==> config.mk <==
export PLATFORM = sky130hd
export DESIGN_NAME = drum_voice_mixer
export DESIGN_NICKNAME = d
export VERILOG_FILES = /design/src/rtl/drum_voice_mixer.sv
export SDC_FILE = /design/constraint.sdc
export NUM_CORES = 1
export LEC_CHECK = 0
export ABC_AREA = 1
export ABC_CLOCK_PERIOD_IN_PS = 2100
export CAP_MARGIN = 5
export CORE_ASPECT_RATIO = 0.6
export CORE_MARGIN = 3
export CORE_UTILIZATION = 45
export DETAILED_ROUTE_END_ITERATION = 16
export PLACE_DENSITY = 0.7
export SKIP_LAST_GASP = 1
export SYNTH_ARGS = -nofsm -noshare
export SYNTH_HDL_FRONTEND = slang
export SYNTH_SLANG_ARGS = --single-unit
==> constraint.sdc <==
create_clock -name CLOCK_50 -period 2.1 [get_ports CLOCK_50]
set_input_delay 0.21 -clock CLOCK_50 [delete_from_list [all_inputs] [get_ports CLOCK_50]]
set_output_delay 0.21 -clock CLOCK_50 [all_outputs]
set_load 0.05 [all_outputs]
==> src/rtl/drum_voice_mixer.sv <==
// drum_voice_mixer: pad-triggered sample playback with a saturating mix stage.
// Each pad owns one voice that walks its own region of the shared sample ROM.
// Once per frame the active voices are summed, clamped to the sample width
// and pushed to the Audio_Controller output FIFO.
// Optional build macro DRUM_MIX_ATTEN_EN adds a 2-bit 'atten' input that
// arithmetically right-shifts the mix before it is clamped.
//
// state  | meaning
// -------+-------------------------------------------------------------
// IDLE   | apply pending pad triggers, wait for enable/FIFO space/voice
// READ   | walk voices 0..N-1 through the ROM, accumulate one cycle late
// SAT    | optional attenuation, clamp mix, register it on the outputs
// WRITE  | push when FIFO allows, advance or retire every active voice
module drum_voice_mixer #(
    parameter int NUM_VOICES = 4,
    parameter int REGION_W   = 12,
    parameter int VOICE_LEN  = 2839,
    parameter int SAMPLE_W   = 32
) (
    input  logic                                    CLOCK_50,
    input  logic                                    reset,
    input  logic [NUM_VOICES-1:0]                   key_n,
    input  logic                                    enable,
    output logic [REGION_W+$clog2(NUM_VOICES)-1:0]  rom_addr,
    input  logic [SAMPLE_W-1:0]                     rom_q,
    input  logic                                    audio_out_allowed,
`ifdef DRUM_MIX_ATTEN_EN
    input  logic [1:0]                              atten,
`endif
    output logic                                    write_audio_out,
    output logic [SAMPLE_W-1:0]                     left_channel_audio_out,
    output logic [SAMPLE_W-1:0]                     right_channel_audio_out,
    output logic [NUM_VOICES-1:0]                   voice_busy
);

    localparam int VIDX_W = $clog2(NUM_VOICES);
    localparam int ACC_W  = SAMPLE_W + VIDX_W;
    localparam int CNT_W  = VIDX_W + 1;

    localparam logic [REGION_W-1:0]     LAST_OFF = REGION_W'(VOICE_LEN - 1);
    localparam logic [CNT_W-1:0]        CNT_LAST = CNT_W'(NUM_VOICES);
    localparam logic signed [ACC_W-1:0] SAT_MAX  = {{(VIDX_W+1){1'b0}}, {(SAMPLE_W-1){1'b1}}};
    localparam logic signed [ACC_W-1:0] SAT_MIN  = {{(VIDX_W+1){1'b1}}, {(SAMPLE_W-1){1'b0}}};

    typedef enum logic [1:0] {
        ST_IDLE,
        ST_READ,
        ST_SAT,
        ST_WRITE
    } state_t;

    state_t                     state_q, state_d;
    logic [CNT_W-1:0]           cnt_q, cnt_d;
    logic signed [ACC_W-1:0]    acc_q, acc_d;
    logic [SAMPLE_W-1:0]        sample_q, sample_d;
    logic [NUM_VOICES-1:0]      active_q, active_d;
    logic [NUM_VOICES-1:0]      pending_q, pending_d;
    logic [REGION_W-1:0]        offset_q [NUM_VOICES];
    logic [REGION_W-1:0]        offset_d [NUM_VOICES];

    logic [NUM_VOICES-1:0]      key_s1_q, key_s1_d;
    logic [NUM_VOICES-1:0]      key_s2_q, key_s2_d;
    logic [NUM_VOICES-1:0]      key_prev_q, key_prev_d;
    logic [NUM_VOICES-1:0]      key_fall;

    logic [VIDX_W-1:0]          rd_idx;
    logic [VIDX_W-1:0]          acc_idx;
    logic signed [ACC_W-1:0]    sat_in;

    // Two-flop synchronizer plus a delayed copy for press (falling-edge) detection.
    always_comb begin
        key_s1_d   = key_n;
        key_s2_d   = key_s1_q;
        key_prev_d = key_s2_q;
        key_fall   = key_prev_q & ~key_s2_q;
    end

    // Synchronizer flops come out of reset as "released" so no press is invented.
    always_ff @(posedge CLOCK_50 or negedge reset) begin
        if (!reset) begin
            key_s1_q   <= '1;
            key_s2_q   <= '1;
            key_prev_q <= '1;
        end else begin
            key_s1_q   <= key_s1_d;
            key_s2_q   <= key_s2_d;
            key_prev_q <= key_prev_d;
        end
    end

    // Frame sequencer: next state, voice bookkeeping, ROM walk, mix and clamp.
    always_comb begin
        state_d         = state_q;
        cnt_d           = cnt_q;
        acc_d           = acc_q;
        sample_d        = sample_q;
        active_d        = active_q;
        offset_d        = offset_q;
        pending_d       = pending_q | key_fall;
        write_audio_out = 1'b0;
        rom_addr        = '0;
        rd_idx          = cnt_q[VIDX_W-1:0];
        // Wraps to the last voice when cnt_q == NUM_VOICES, which is exactly
        // the voice whose ROM word lands in that final READ cycle.
        acc_idx         = cnt_q[VIDX_W-1:0] - VIDX_W'(1);
`ifdef DRUM_MIX_ATTEN_EN
        sat_in          = acc_q >>> atten;
`else
        sat_in          = acc_q;
`endif

        case (state_q)
            ST_IDLE: begin
                // Presses latched earlier take effect now; presses seen this
                // very cycle stay pending for the next visit to IDLE.
                active_d  = active_q | pending_q;
                pending_d = key_fall;
                for (int v = 0; v < NUM_VOICES; v++) begin
                    if (pending_q[v]) begin
                        offset_d[v] = '0;
                    end
                end
                if (enable && audio_out_allowed && (|(active_q | pending_q))) begin
                    state_d = ST_READ;
                    cnt_d   = '0;
                    acc_d   = '0;
                end
            end

            ST_READ: begin
                if (cnt_q != CNT_LAST) begin
                    rom_addr = {rd_idx, offset_q[rd_idx]};
                end
                if (cnt_q != '0 && active_q[acc_idx]) begin
                    acc_d = acc_q + {{VIDX_W{rom_q[SAMPLE_W-1]}}, rom_q};
                end
                if (cnt_q == CNT_LAST) begin
                    state_d = ST_SAT;
                end else begin
                    cnt_d = cnt_q + CNT_W'(1);
                end
            end

            ST_SAT: begin
                if (sat_in > SAT_MAX) begin
                    sample_d = {1'b0, {(SAMPLE_W-1){1'b1}}};
                end else if (sat_in < SAT_MIN) begin
                    sample_d = {1'b1, {(SAMPLE_W-1){1'b0}}};
                end else begin
                    sample_d = sat_in[SAMPLE_W-1:0];
                end
                state_d = ST_WRITE;
            end

            ST_WRITE: begin
                if (audio_out_allowed) begin
                    write_audio_out = 1'b1;
                    for (int v = 0; v < NUM_VOICES; v++) begin
                        if (active_q[v]) begin
                            if (offset_q[v] == LAST_OFF) begin
                                active_d[v] = 1'b0;
                            end else begin
                                offset_d[v] = offset_q[v] + REGION_W'(1);
                            end
                        end
                    end
                    state_d = ST_IDLE;
                end
            end

            default: begin
                state_d = ST_IDLE;
            end
        endcase
    end

    // Sequencer and voice state registers.
    always_ff @(posedge CLOCK_50 or negedge reset) begin
        if (!reset) begin
            state_q   <= ST_IDLE;
            cnt_q     <= '0;
            acc_q     <= '0;
            sample_q  <= '0;
            active_q  <= '0;
            pending_q <= '0;
            for (int v = 0; v < NUM_VOICES; v++) begin
                offset_q[v] <= '0;
            end
        end else begin
            state_q   <= state_d;
            cnt_q     <= cnt_d;
            acc_q     <= acc_d;
            sample_q  <= sample_d;
            active_q  <= active_d;
            pending_q <= pending_d;
            offset_q  <= offset_d;
        end
    end

    assign left_channel_audio_out  = sample_q;
    assign right_channel_audio_out = sample_q;
    assign voice_busy              = active_q;

endmodule

### Word level (Yosys, flattened, before mapping)

Index checks and enable logic that the tools add are counted.

| storage, ports and cells | value |
|---|---|
| memories | 0 |
| flip-flop bits (word level) | 139 |
| memory bits (writable) | 0 |
| ROM bits | 0 |
| word-level logic and storage cells | 117 |
| bits of input ports | 40 |
| bits in latches | 0 |

| cells by class | value |
|---|---|
| divide/modulo/power cells | 0 |
| magnitude comparators | 4 |
| multipliers | 0 |
| multiplexer cells | 46 |
| reduce and logical (&&, ||, !) cells | 16 |
| shifts and indexed selects | 0 |
| add/sub/neg operators | 7 |
| bitwise logic cells | 5 |
| eq/ne operators | 26 |

Operator list:

| cell | number |
|---|---|
| 12-bit two-way mux | 14 |
| 48-bit one-hot mux with 2 select lines | 1 |
| 34-bit two-way mux | 2 |
| 34-bit one-hot mux with 2 select lines | 1 |
| 32-bit two-way mux | 2 |
| 12-bit by 1-bit adder with 12-bit output, second input constant | 4 |
| 12-bit equality test, second input constant | 4 |
| 48-bit two-way mux | 1 |
| 34-bit adder | 1 |
| 34-bit by 32-bit > comparator with 1-bit output, second input constant | 1 |
| 34-bit by 32-bit < comparator with 1-bit output, second input constant | 1 |
| 2-bit != test, second input constant | 17 |
| 14-bit two-way mux | 2 |
| 12-bit binary-select mux with 2-bit select | 1 |
| 5-bit AND reduction | 4 |
| 1-bit two-way mux | 11 |
| 3-bit AND reduction | 3 |
| 4-bit two-way mux | 2 |
| 4-bit bitwise OR | 2 |
| 2-bit one-hot mux with 4 select lines | 1 |
| 4-bit one-hot mux with 2 select lines | 1 |
| 2-bit two-way mux | 3 |
| 3-bit two-way mux | 2 |
| 3-bit one-hot mux with 2 select lines | 1 |
| other kinds (18) | 22 |

### Depth between registers and ports, before layout

Gate-level depths: netlist (run 1).

| depth | value |
|---|---|
| word-level depth | 6 |
| depth in mapped cells | 15 |
| gate-level depth less buffers | 15 |

### Worst setup path after synthesis (run 1)

Ideal clock, no wire load.

| timing path | value |
|---|---|
| kind | flip-flop to output port |
| start | register cnt_q[0] |
| end | output port rom_addr[10] |
| setup slack | -0.440 ns |
| cell stages (with the launch flop) | 12 |
| arrival | 2.330 ns |
| path buffers | 4 |
| cells stage by stage | dfrtp_1 > buf_4 > inv_2 > buf_2 > clkbuf_1 > ha_1 > nand2_1 > inv_1 > nor2_1 > inv_1 > clkbuf_1 > a21oi_1 |

| on the way | value |
|---|---|
| cells in the longest elaborated chain, start to end | 6 |
| elaborated cells between the ends (all ways) | 7 |

Ends and longest elaborated chain:

| item | RTL line | text |
|---|---|---|
| from (decl) | 53 | `logic [CNT_W-1:0] cnt_q, cnt_d;` |
| from (signal assigned) | 191 | `cnt_q <= cnt_d;` |
| 2-bit NOT with 3-bit output (not written as such) | 132 | `rom_addr = {rd_idx, offset_q[rd_idx]};` |
| 12-bit binary-select mux with 2-bit select | 132 |  |
| 12-bit two-way mux (not written as such) (2 in a row) | 132 |  |
| 14-bit two-way mux (*) | 131 | `if (cnt_q != CNT_LAST) begin` |
| 14-bit two-way mux (*) | 112 | `case (state_q)` |
| to (decl) | 24 | `output logic [REGION_W+$clog2(NUM_VOICES)-1:0] rom_addr,` |

Every way passes the cells marked *; elsewhere a longest branch is shown, timed or not. The select of a mux whose other input is x is not followed.

### Final worst setup path (run 1)

| timing path | value |
|---|---|
| start | register acc_q[10] |
| end | register acc_q[30] |

| on the way | value |
|---|---|
| cells in the longest elaborated chain, start to end | 3 |

Ends and longest elaborated chain:

| item | RTL line | text |
|---|---|---|
| from (decl) | 54 | `logic signed [ACC_W-1:0] acc_q, acc_d;` |
| from (signal assigned) | 182 | `acc_q <= '0;` |
| from (signal assigned) | 192 | `acc_q <= acc_d;` |
| 34-bit adder | 135 | `acc_d = acc_q + {{VIDX_W{rom_q[SAMPLE_W-1]}}, rom_q};` |
| 34-bit two-way mux | 134 | `if (cnt_q != '0 && active_q[acc_idx]) begin` |
| 34-bit one-hot mux with 2 select lines | 112 |  |

Every way passes these cells. The select of a mux whose other input is x is not followed.
A chain may end at the register's enable or synchronous reset.

==> results of run 1 <==
## final cells by class
| cell class | count | area share [%] |
|---|---|---|
| well taps | 273 | 2.70 |
| repair buffers | 243 | 18.6 |
| flip-flops and latches | 139 | 27.6 |
| clock buffers | 18 | 3.39 |
| multi-input cells | 977 | 41.3 |
| clock inverters | 14 | 1.35 |
| inverters | 169 | 5.09 |
## worst register-to-register path, cell delays in order, from the launching register on
cell     delay [ns]
dfrtp_1        0.40
ha_1           0.36
buf_4          0.13
nand2_1        0.09
nor2_1         0.18
inv_1          0.11
nor3_1         0.23
nand2_2        0.11
nand2_4        0.10
nand2_2        0.06
nand2_1        0.06
nand2_1        0.06
nand3_2        0.09
nand2_2        0.06
## stage by stage
| stage | utilization, % | cell area, um^2 |
|---|---|---|
| floorplan | - | 9510 |
| global placement | 57.7 | 11700 |
| detailed placement | 57.7 | 11700 |
| CTS | 60.9 | 12300 |
| global route | 62.5 | 12700 |
| finish | 62.5 | 12700 |
## registers in the layout, summed over array words and instances, names as in the netlist
register                cells
offset_q                   48
acc_q                      34
left_channel_audio_out     32
key_prev_d                  4
key_prev_q                  4
key_s1_q                    4
pending_q                   4
voice_busy                  4
cnt_q                       3
state_q                     2
## how the worst min path moves through the flow
stage                  start           end  slack [ns]  cells past startpoint
global route        key_n[1]   key_s1_q[1]        0.17                      1
CTS                 key_n[1]   key_s1_q[1]        0.17                      1
global placement       reset  offset_q[21]        0.17                      1
floorplan              reset      acc_q[0]       -0.09                      0
finish              key_n[1]   key_s1_q[1]        0.18                      1
detailed placement     reset  offset_q[17]        0.17                      1
## per-layer routing
layer	routed length, um	global-route usage [%]	part of all wire [%]
met5	0	0	0
met4	247	4.82	0.80
met3	3030	6.67	9.8
met2	11900	35.0	39
met1	15600	44.5	51
## power breakdown
| group | total, mW | switching, mW | leakage [nW] | internal [mW] |
|---|---|---|---|---|
| Combinational | 10.7 | 7.00 | 3.96 | 3.68 |
| Clock | 3.12 | 1.25 | 0.287 | 1.87 |
| Sequential | 3.99 | 0.643 | 1.82 | 3.34 |
| Total | 17.8 | 8.89 | 6.06 | 8.90 |
## what timing repair did
item | CTS | global route
endpoints found under the hold margin | 32 | 0
pin swaps | 1 | 19
setup endpoints to repair | 25 | 51
setup buffers | 1 | 8
gates resized for setup | 12 | 87
hold buffers | 1 | 0
## cell usage in the layout (no fill, tap or decap), types with 3 or more instances in the layout
| cell type | count |
|---|---|
| nand2_1 | 362 |
| inv_1 | 156 |
| dfrtp_1 | 127 |
| o21ai_0 | 119 |
| buf_4 | 110 |
| clkdlybuf4s50_1 | 106 |
| nor2_1 | 89 |
| nand3_1 | 75 |
| a21oi_1 | 71 |
| nand4_1 | 41 |
| ha_1 | 41 |
| nor3_1 | 30 |
| o21ai_1 | 28 |
| nand2_2 | 25 |
| buf_12 | 19 |
| clkbuf_16 | 17 |
| a21oi_2 | 13 |
| xor2_1 | 12 |
| dfstp_2 | 12 |
| inv_2 | 10 |
| xnor2_1 | 9 |
| a21oi_4 | 8 |
| nor2_2 | 7 |
| buf_6 | 7 |
| o31ai_1 | 6 |
| nor2_4 | 5 |
| o22ai_1 | 5 |
| nand2_4 | 5 |
| clkinv_4 | 4 |
| o21bai_1 | 4 |
| nand3_2 | 3 |
| ha_4 | 3 |
| ha_2 | 3 |
| clkinvlp_4 | 3 |
| bufinv_16 | 3 |
| clkinv_2 | 3 |
## logic make-up (layout without fill, tap and decap cells)
family | after synthesis | in the layout | share of synthesized area, %
adders and majority gates | 48 | 48 | 6.47
and+or+nand+nor | 650 | 650 | 29.1
AOI/OAI and AO/OA | 258 | 258 | 14.2
xor gates and xnor gates | 21 | 21 | 1.96
DFF | 139 | 139 | 37.2
buffers and inverters | 235 | 444 | 11.1
==> flow_metrics.tcl, run 1 <==
set metrics [dict create \
    path_delay_family "simple AND/OR/NAND/NOR gates" \
    clock_tree.root_cell "clkbuf_16" \
    total_power_mw 17.8 \
    yosysTopAreaCell "dfrtp_1" \
    clk_pin_slew_ns 0.07 \
    grt_start_max_net_pins 54 \
    rows 40 \
    ios 123 \
    vias 9898 \
    fin_skew_ns 0.0102 \
    grt_pass1_wl_um 48200 \
    post_drt_via_cell_ratio 5.40 \
    worst_pin_slew_ns 0.565 \
    p_per_area_mw_per_mm2 1410 \
    path_depth 13 \
    h-tree-depth 4 \
    layout.nets 1635 \
    nFillCells 1816 \
    multi_input_area_mm2 0.00522 \
    yosysSeqAreaShare_pct 37.2 \
    worst_skew_pair.late_latency_ns 0.43 \
    wl_um 30800 \
    die_h_um 118 \
    cts_tree "built" \
    portBuffers 122 \
    grt_use_total_pct 27.0 \
    violations "negative setup slack" \
    relSlewSlack_pct 62.0 \
    post-dp-hpwl_um 23000 \
    syn-num-nets 1439 \
    drtPass1Iterations 7 \
    drv_slew 0 \
    final_antenna_net_count 0 \
    cp.required_ns 2.42 \
    syn_area_mm2 0.00940 \
    hold_viol 0 \
    antenna_found_initial 0 \
    synth_area_per_cell_um2 6.96 \
    ys_seq_elements 139 \
    crit_chain "ha_1 -> buf_4 -> nand2_1 -> nor2_1 -> inv_1 -> nor3_1 -> nand2_2 -> nand2_4 -> nand2_2 -> nand2_1 -> nand2_1 -> nand3_2 -> nand2_2" \
    max_freq_ghz 0.464 \
    diodes 0 \
    drt-initial-drc-count 1066 \
    drv_cap 0 \
    coreArea_mm2 0.0203 \
    cpPeakStageDelay_ns 0.40 \
    whs_ns 0.182 \
    setup-violations-final 3 \
    route.detailed.drc 0 \
    post-route-period-util_pct 103 \
    synth_ff_type "dfrtp_1" \
    status "finished with violations" \
    cellLeakagePower_nw 6.06 \
    dieWidth_um 193 \
    dp.cells 1793 \
    critPathArrivalTime_ns 2.47 \
    rr_worst_depth 13 \
    crit_path_end "acc_q[30]" \
    period_needed_ns 2.16 \
    drive_above_1_share_pct 17.4 \
    synthTopCellsByCount "nand2_1 (389), inv_1 (164), o21ai_0 (128)" \
    numCtsBuffers 17 \
    routedWlPerCell_um 16.8 \
    worstSetupPathType "flop to flop" \
    yosysMostFrequentCell "nand2_1" \
    synthArstFlopShare_pct 100 \
    clock-sinks 139 \
    dieArea_mm2 0.0227 \
    grt_pass1_vias 9102 \
    cts_buffer_depth 2 \
    r2r_start "acc_q[10]" \
    final_cells 1833 \
    setup_slack_ns -0.0551 \
    timing.rr.end "acc_q[30]" \
    ys_warn_count 0 \
    gp_congestion 0.994 \
    netlist_instances 1351 \
    end_kind "flop" \
    start_util_pct 46.4 \
    grt_remaining_overflow 0 \
    synth_top_cell_area_share_pct 33.8 \
    path_buf_inv 2 \
    ys_types 34 \
    critical-path-slowest-cell "dfrtp_1" \
    netlist_top_cells_area "dfrtp_1 (34%), nand2_1 (16%), o21ai_0 (6.8%)" \
    ff_latch_area_mm2 0.00349 \
    crit_start "acc_q[10]" \
    timing.setup.tns_ns -0.0663 \
    syn_to_final_growth_pct 34.6 \
    irDropWorstVdd_v 0.00120 \
    place_worst_setup_slack_ns -0.407 \
    grt_setup_unrepaired "true" \
    synth_edf_count 0 \
    hp-class "primary input to flop" \
    start_kind "flop" \
    reg2reg_slack_ns -0.06 \
    cp_max_fo 4 \
]
Power figures use the tool's default switching activity.
==> inputs of run 2 (changes only) <==
- CELL_PAD_IN_SITES_DETAIL_PLACEMENT: unset -> 1
- CELL_PAD_IN_SITES_GLOBAL_PLACEMENT: unset -> 1
- CORE_UTILIZATION: 45 -> 37
- MAX_ROUTING_LAYER: unset -> met4
- PLACE_DENSITY: 0.7 -> unset
- PLACE_DENSITY_LB_ADDON: unset -> 0.1
==> flow_metrics.tcl, run 2 (synthesized netlist as in run 1, its figures left out) <==
set metrics [dict create \
    met2_length_um 15100 \
    drive_above_1_share_pct 20.3 \
    grt_setup_unrepaired "true" \
    diodes 0 \
    route.detailed.drc 0 \
    post_drt_via_cell_ratio 5.29 \
    layout.nets 1659 \
    status "finished, final reports clean" \
    irDropWorstVdd_v 0.00109 \
    period_needed_ns 2.09 \
    die_h_um 129 \
    min_path_cells 1 \
    swShare_pct 50.1 \
    p_int_mw 9.37 \
    drt-initial-drc-count 776 \
    wl_met1_um 19300 \
    grt_start_max_net_pins 59 \
    clock_tree.root_cell "clkbuf_16" \
    fin_skew_ns 0.0140 \
    crit_chain "ha_2 -> inv_2 -> fa_2 -> inv_2 -> nand2_2 -> o21ai_4 -> nand2_1 -> nand2_2 -> nand2_1 -> nand2_2 -> buf_4 -> nor2_1 -> o21ai_0" \
    max_freq_ghz 0.479 \
    setup-violations-final 0 \
    p_clk_share_pct 17.5 \
    syn_to_final_growth_pct 39.5 \
    p_sw_mw 9.40 \
    setup_slack_ns 0.0115 \
    grt_pass1_vias 10200 \
    dieArea_mm2 0.0274 \
    critPathArrivalTime_ns 2.43 \
    routedWlPerCell_um 19.4 \
    cts_tree "built" \
    end_kind "flop" \
    drv_slew 0 \
    grt_remaining_overflow 0 \
    cellLeakagePower_nw 6.15 \
    pwr-share-comb_pct 60.7 \
    cts_buffer_depth 2 \
    cp_max_fo 4 \
    relSlewSlack_pct 57.8 \
    worstSetupPathType "flop to flop" \
    wl_um 37000 \
    rows 44 \
    clk_pin_slew_ns 0.07 \
    drtPass1Iterations 5 \
    timing.setup.tns_ns 0 \
    final_cell_mix "nand2_1 (367), inv_1 (156), buf_4 (130)" \
    path_delay_family "adder cells" \
    worst_skew_pair.late_latency_ns 0.44 \
    drv_cap 0 \
    post-dp-hpwl_um 27900 \
    h-tree-depth 4 \
    highest_layer "met4" \
    post-route-period-util_pct 99.5 \
    path_depth 13 \
    place_worst_setup_slack_ns -0.473 \
    portBuffers 122 \
    worst_pin_slew_ns 0.632 \
    final_antenna_net_count 0 \
    top_register "offset_q" \
    final_common_cell "nand2_1" \
    vias 10100 \
    rr_worst_depth 13 \
    largest_reg_flops 48 \
    hp-class "primary input to flop" \
    coreArea_mm2 0.0246 \
    start_util_pct 38.3 \
    antenna_found_initial 0 \
    path_common_cell "nand2_2" \
    seqPwrFrac_pct 21.8 \
    wl_met3_um 2200 \
    critical-path-slowest-cell "dfrtp_1" \
    start_kind "flop" \
    clock-sinks 139 \
    grt_use_total_pct 27.7 \
    numCtsBuffers 17 \
    ios 123 \
    path_buf_inv 3 \
    cpPeakStageDelay_ns 0.36 \
    p_per_area_mw_per_mm2 1430 \
    hold_viol 0 \
    dieWidth_um 212 \
    gp_congestion 0.940 \
    cp.required_ns 2.44 \
    grt_pass1_wl_um 56700 \
]
run 2: per-layer routing:
metal  track usage, %  vias up
met3             5.35       23
met4             6.14        0
met5                -        -
li1                 -     4835
met1             41.4     4949
met2             38.4      282
run 2: final cells by class:
class	count	area [um^2]
fill	3086	11400
tap	322	403
multi-input combinational	977	5360
timing repair buffer	267	2580
clock inverter	14	196
sequential	139	3500
inverter	169	639
clock buffer	18	429
run 2: worst paths after layout:
kind,startpoint,end,slack (ns)
hold reg to reg,key_s1_q[1],key_prev_d[1],0.36
min in group asynchronous,reset,acc_q[11],0.32
setup / recovery,acc_q[0],acc_q[14],0.01
hold / removal,key_n[2],key_s1_q[2],0.18
max in group asynchronous,reset,offset_q[8],1.02
setup reg to reg,acc_q[0],acc_q[14],0.01
run 2: worst reg2reg max path, delay by kind of cell (launching register included):
family,cells,cell delay (ns)
buffers and inverters,3,0.23
flip-flops,1,0.36
AND/OR/NAND/NOR,6,0.47
AO/OA/AOI/OAI,2,0.42
adder cells (fa/ha/maj),2,0.53
run 2: through the flow:
stage / std cells / power (mW) / cell area, um^2 / hold slack (ns) / util, %
2_1_floorplan: 1351 / 10.6 / 9510 / -0.0856 / -
3_3_place_gp: 1857 / 14.4 / 11900 / 0.234 / 48.4
3_5_place_dp: 1857 / 14.6 / 11900 / 0.241 / 48.4
4_1_cts: 1897 / 18.2 / 12700 / 0.154 / 51.5
5_1_grt: 1906 / 19.9 / 13100 / 0.159 / 53.4
6_report: 1906 / 18.8 / 13100 / 0.176 / 53.4
run 2: power by group through the flow:
| stage | Sequential [mW] | Combinational [mW] | Clock (mW) |
|---|---|---|---|
| floorplan | 4.76 | 5.80 | 0 |
| global placement | 4.05 | 10.3 | 0 |
| detailed placement | 4.07 | 10.5 | 0 |
| CTS | 4.04 | 10.8 | 3.34 |
| global route | 4.17 | 12.2 | 3.46 |
| finish | 4.08 | 11.4 | 3.29 |
run 2: repair_timing:
| item | CTS | global route |
|---|---|---|
| buffers inserted | 7 | 9 |
| gates resized for setup | 25 | 90 |
| pin swaps | 5 | 12 |
| hold buffers | 1 | 0 |
| endpoints found under the setup margin | 30 | 74 |
| endpoints found under the hold margin | 49 | 0 |
| gates cloned | 0 | 1 |
==> inputs of run 3 (changes only) <==
- MAX_ROUTING_LAYER: met4 -> unset
==> flow_metrics.tcl, run 3 (synthesized netlist as in run 1, its figures left out) <==
set metrics [dict create \
    status "finished, final reports clean" \
    min_path_cells 1 \
    grt_setup_unrepaired "true" \
    rr_worst_depth 13 \
    post_drt_via_cell_ratio 5.32 \
    largest_reg_flops 48 \
    cts_buffer_depth 2 \
    clock-sinks 139 \
    hold_end "key_s1_q[2]" \
    grt_remaining_overflow 0 \
    timing.setup.tns_ns 0 \
    layout.nets 1659 \
    end_kind "flop" \
    hp-start "key_n[2]" \
    wl_um 37000 \
    multi_input_area_mm2 0.00534 \
    use_met2_pct 38.3 \
    cts_tree "built" \
    nFillCells 3081 \
    path_buf_inv 3 \
    h-tree-depth 4 \
    use_met3_pct 5.47 \
    dieWidth_um 212 \
    critPathArrivalTime_ns 2.43 \
    clock_tree.root_cell "clkbuf_16" \
    drv_cap 0 \
    diodes 0 \
    cpPeakStageDelay_ns 0.36 \
    clk_pin_slew_ns 0.07 \
    portBuffers 122 \
    start_kind "flop" \
    r2r_start "acc_q[0]" \
    fin_util_pct 53.3 \
    total_power_mw 18.7 \
    post-route-period-util_pct 99.9 \
    worst_pin_slew_ns 0.634 \
    final_common_cell "nand2_1" \
    routedWlPerCell_um 19.4 \
    worst_skew_pair.late_latency_ns 0.44 \
    drtPass1Iterations 5 \
    reg2reg_slack_ns 0.003 \
    timing.rr.end "acc_q[14]" \
    dieArea_mm2 0.0274 \
    cellLeakagePower_nw 6.16 \
    setup-violations-final 0 \
    p_per_area_mw_per_mm2 1430 \
    grt_use_total_pct 26.9 \
    path_delay_family "adder cells" \
    hp-class "primary input to flop" \
    grt_pass1_vias 10200 \
    worstSetupPathType "flop to flop" \
    grt_pass1_wl_um 56700 \
    syn_to_final_growth_pct 39.2 \
    busiest_layer "met1" \
    vias 10100 \
    irDropWorstVdd_v 0.00109 \
    cp.required_ns 2.43 \
    relSlewSlack_pct 57.7 \
    rows 44 \
    final_cell_mix "nand2_1 (369), inv_1 (156), buf_4 (130)" \
    cp_max_fo 4 \
    antenna_found_initial 0 \
    die_h_um 129 \
    post-dp-hpwl_um 27900 \
    critical-path-slowest-cell "dfrtp_1" \
    drv_slew 0 \
    route.detailed.drc 0 \
    final_antenna_net_count 0 \
    hold_viol 0 \
    fin_skew_ns 0.0109 \
    numCtsBuffers 17 \
    ff_latch_area_mm2 0.00350 \
    path_common_cell "nand2_2" \
    drive_above_1_share_pct 20.0 \
    drt-initial-drc-count 756 \
    top_register "offset_q" \
    use_met1_pct 41.5 \
    max_freq_ghz 0.477 \
    period_needed_ns 2.10 \
    crit_chain "ha_2 -> inv_2 -> fa_2 -> inv_2 -> nand2_2 -> o21ai_4 -> nand2_1 -> nand2_2 -> nand2_1 -> nand2_2 -> buf_4 -> nor2_1 -> o21ai_0" \
    start_util_pct 38.3 \
    coreArea_mm2 0.0246 \
    grt_start_max_net_pins 59 \
    gp_congestion 0.924 \
    ios 123 \
]
run 3: cell counts in the layout (fill, tap and decap cells not counted):
No cell type changed its count.
run 3: stage by stage:
stage / worst slack (ns) / cells / area (um^2) / hold slack, ns
after detailed placement: -0.473 / 1857 / 11900 / 0.241
final: 0.00268 / 1906 / 13100 / 0.172
after floorplan: -0.186 / 1351 / 9510 / -0.0856
after global routing: -0.140 / 1906 / 13100 / 0.158
after CTS: -0.0174 / 1897 / 12700 / 0.154
after global placement: -0.364 / 1857 / 11900 / 0.234
run 3: report_power, final:
group	internal, mW	switching [mW]	total [mW]
clock network	1.99	1.29	3.28
logic	4.02	7.35	11.4
registers	3.35	0.737	4.08
run 3: area by class of cell:
class,count,share of cell area [%]
sequential,139,26.7
inverter,169,4.89
multi-input combinational,977,40.8
timing repair buffer,267,19.7
clock inverter,14,1.50
tap,322,3.08
clock buffer,18,3.28
run 3: per-layer routing:
metal  up-vias  routed length (um)
li1       4838                   -
met1      4981               19100
met2       287               15100
met3        26                2380
met4         0                 355
met5         -                   0
run 3: worst max path at each step:
| stage | start | to | slack, ns | depth (start not counted) |
|---|---|---|---|---|
| floorplan | cnt_q[0] | rom_addr[0] | -0.19 | 10 |
| global placement | rom_q[0] | acc_q[32] | -0.36 | 16 |
| detailed placement | rom_q[0] | acc_q[24] | -0.47 | 16 |
| CTS | acc_q[7] | acc_q[33] | -0.02 | 12 |
| global route | acc_q[9] | acc_q[14] | -0.14 | 10 |
| finish | acc_q[0] | acc_q[14] | 0.003 | 13 |
run 3: timing repair:
action / in CTS / in global routing
setup endpoints to repair: 30 / 74
setup buffers: 7 / 9
resized for setup: 25 / 85
hold buffers: 1 / 0
pin swaps: 5 / 11
gates cloned: 0 / 1
hold endpoints to repair: 49 / 0
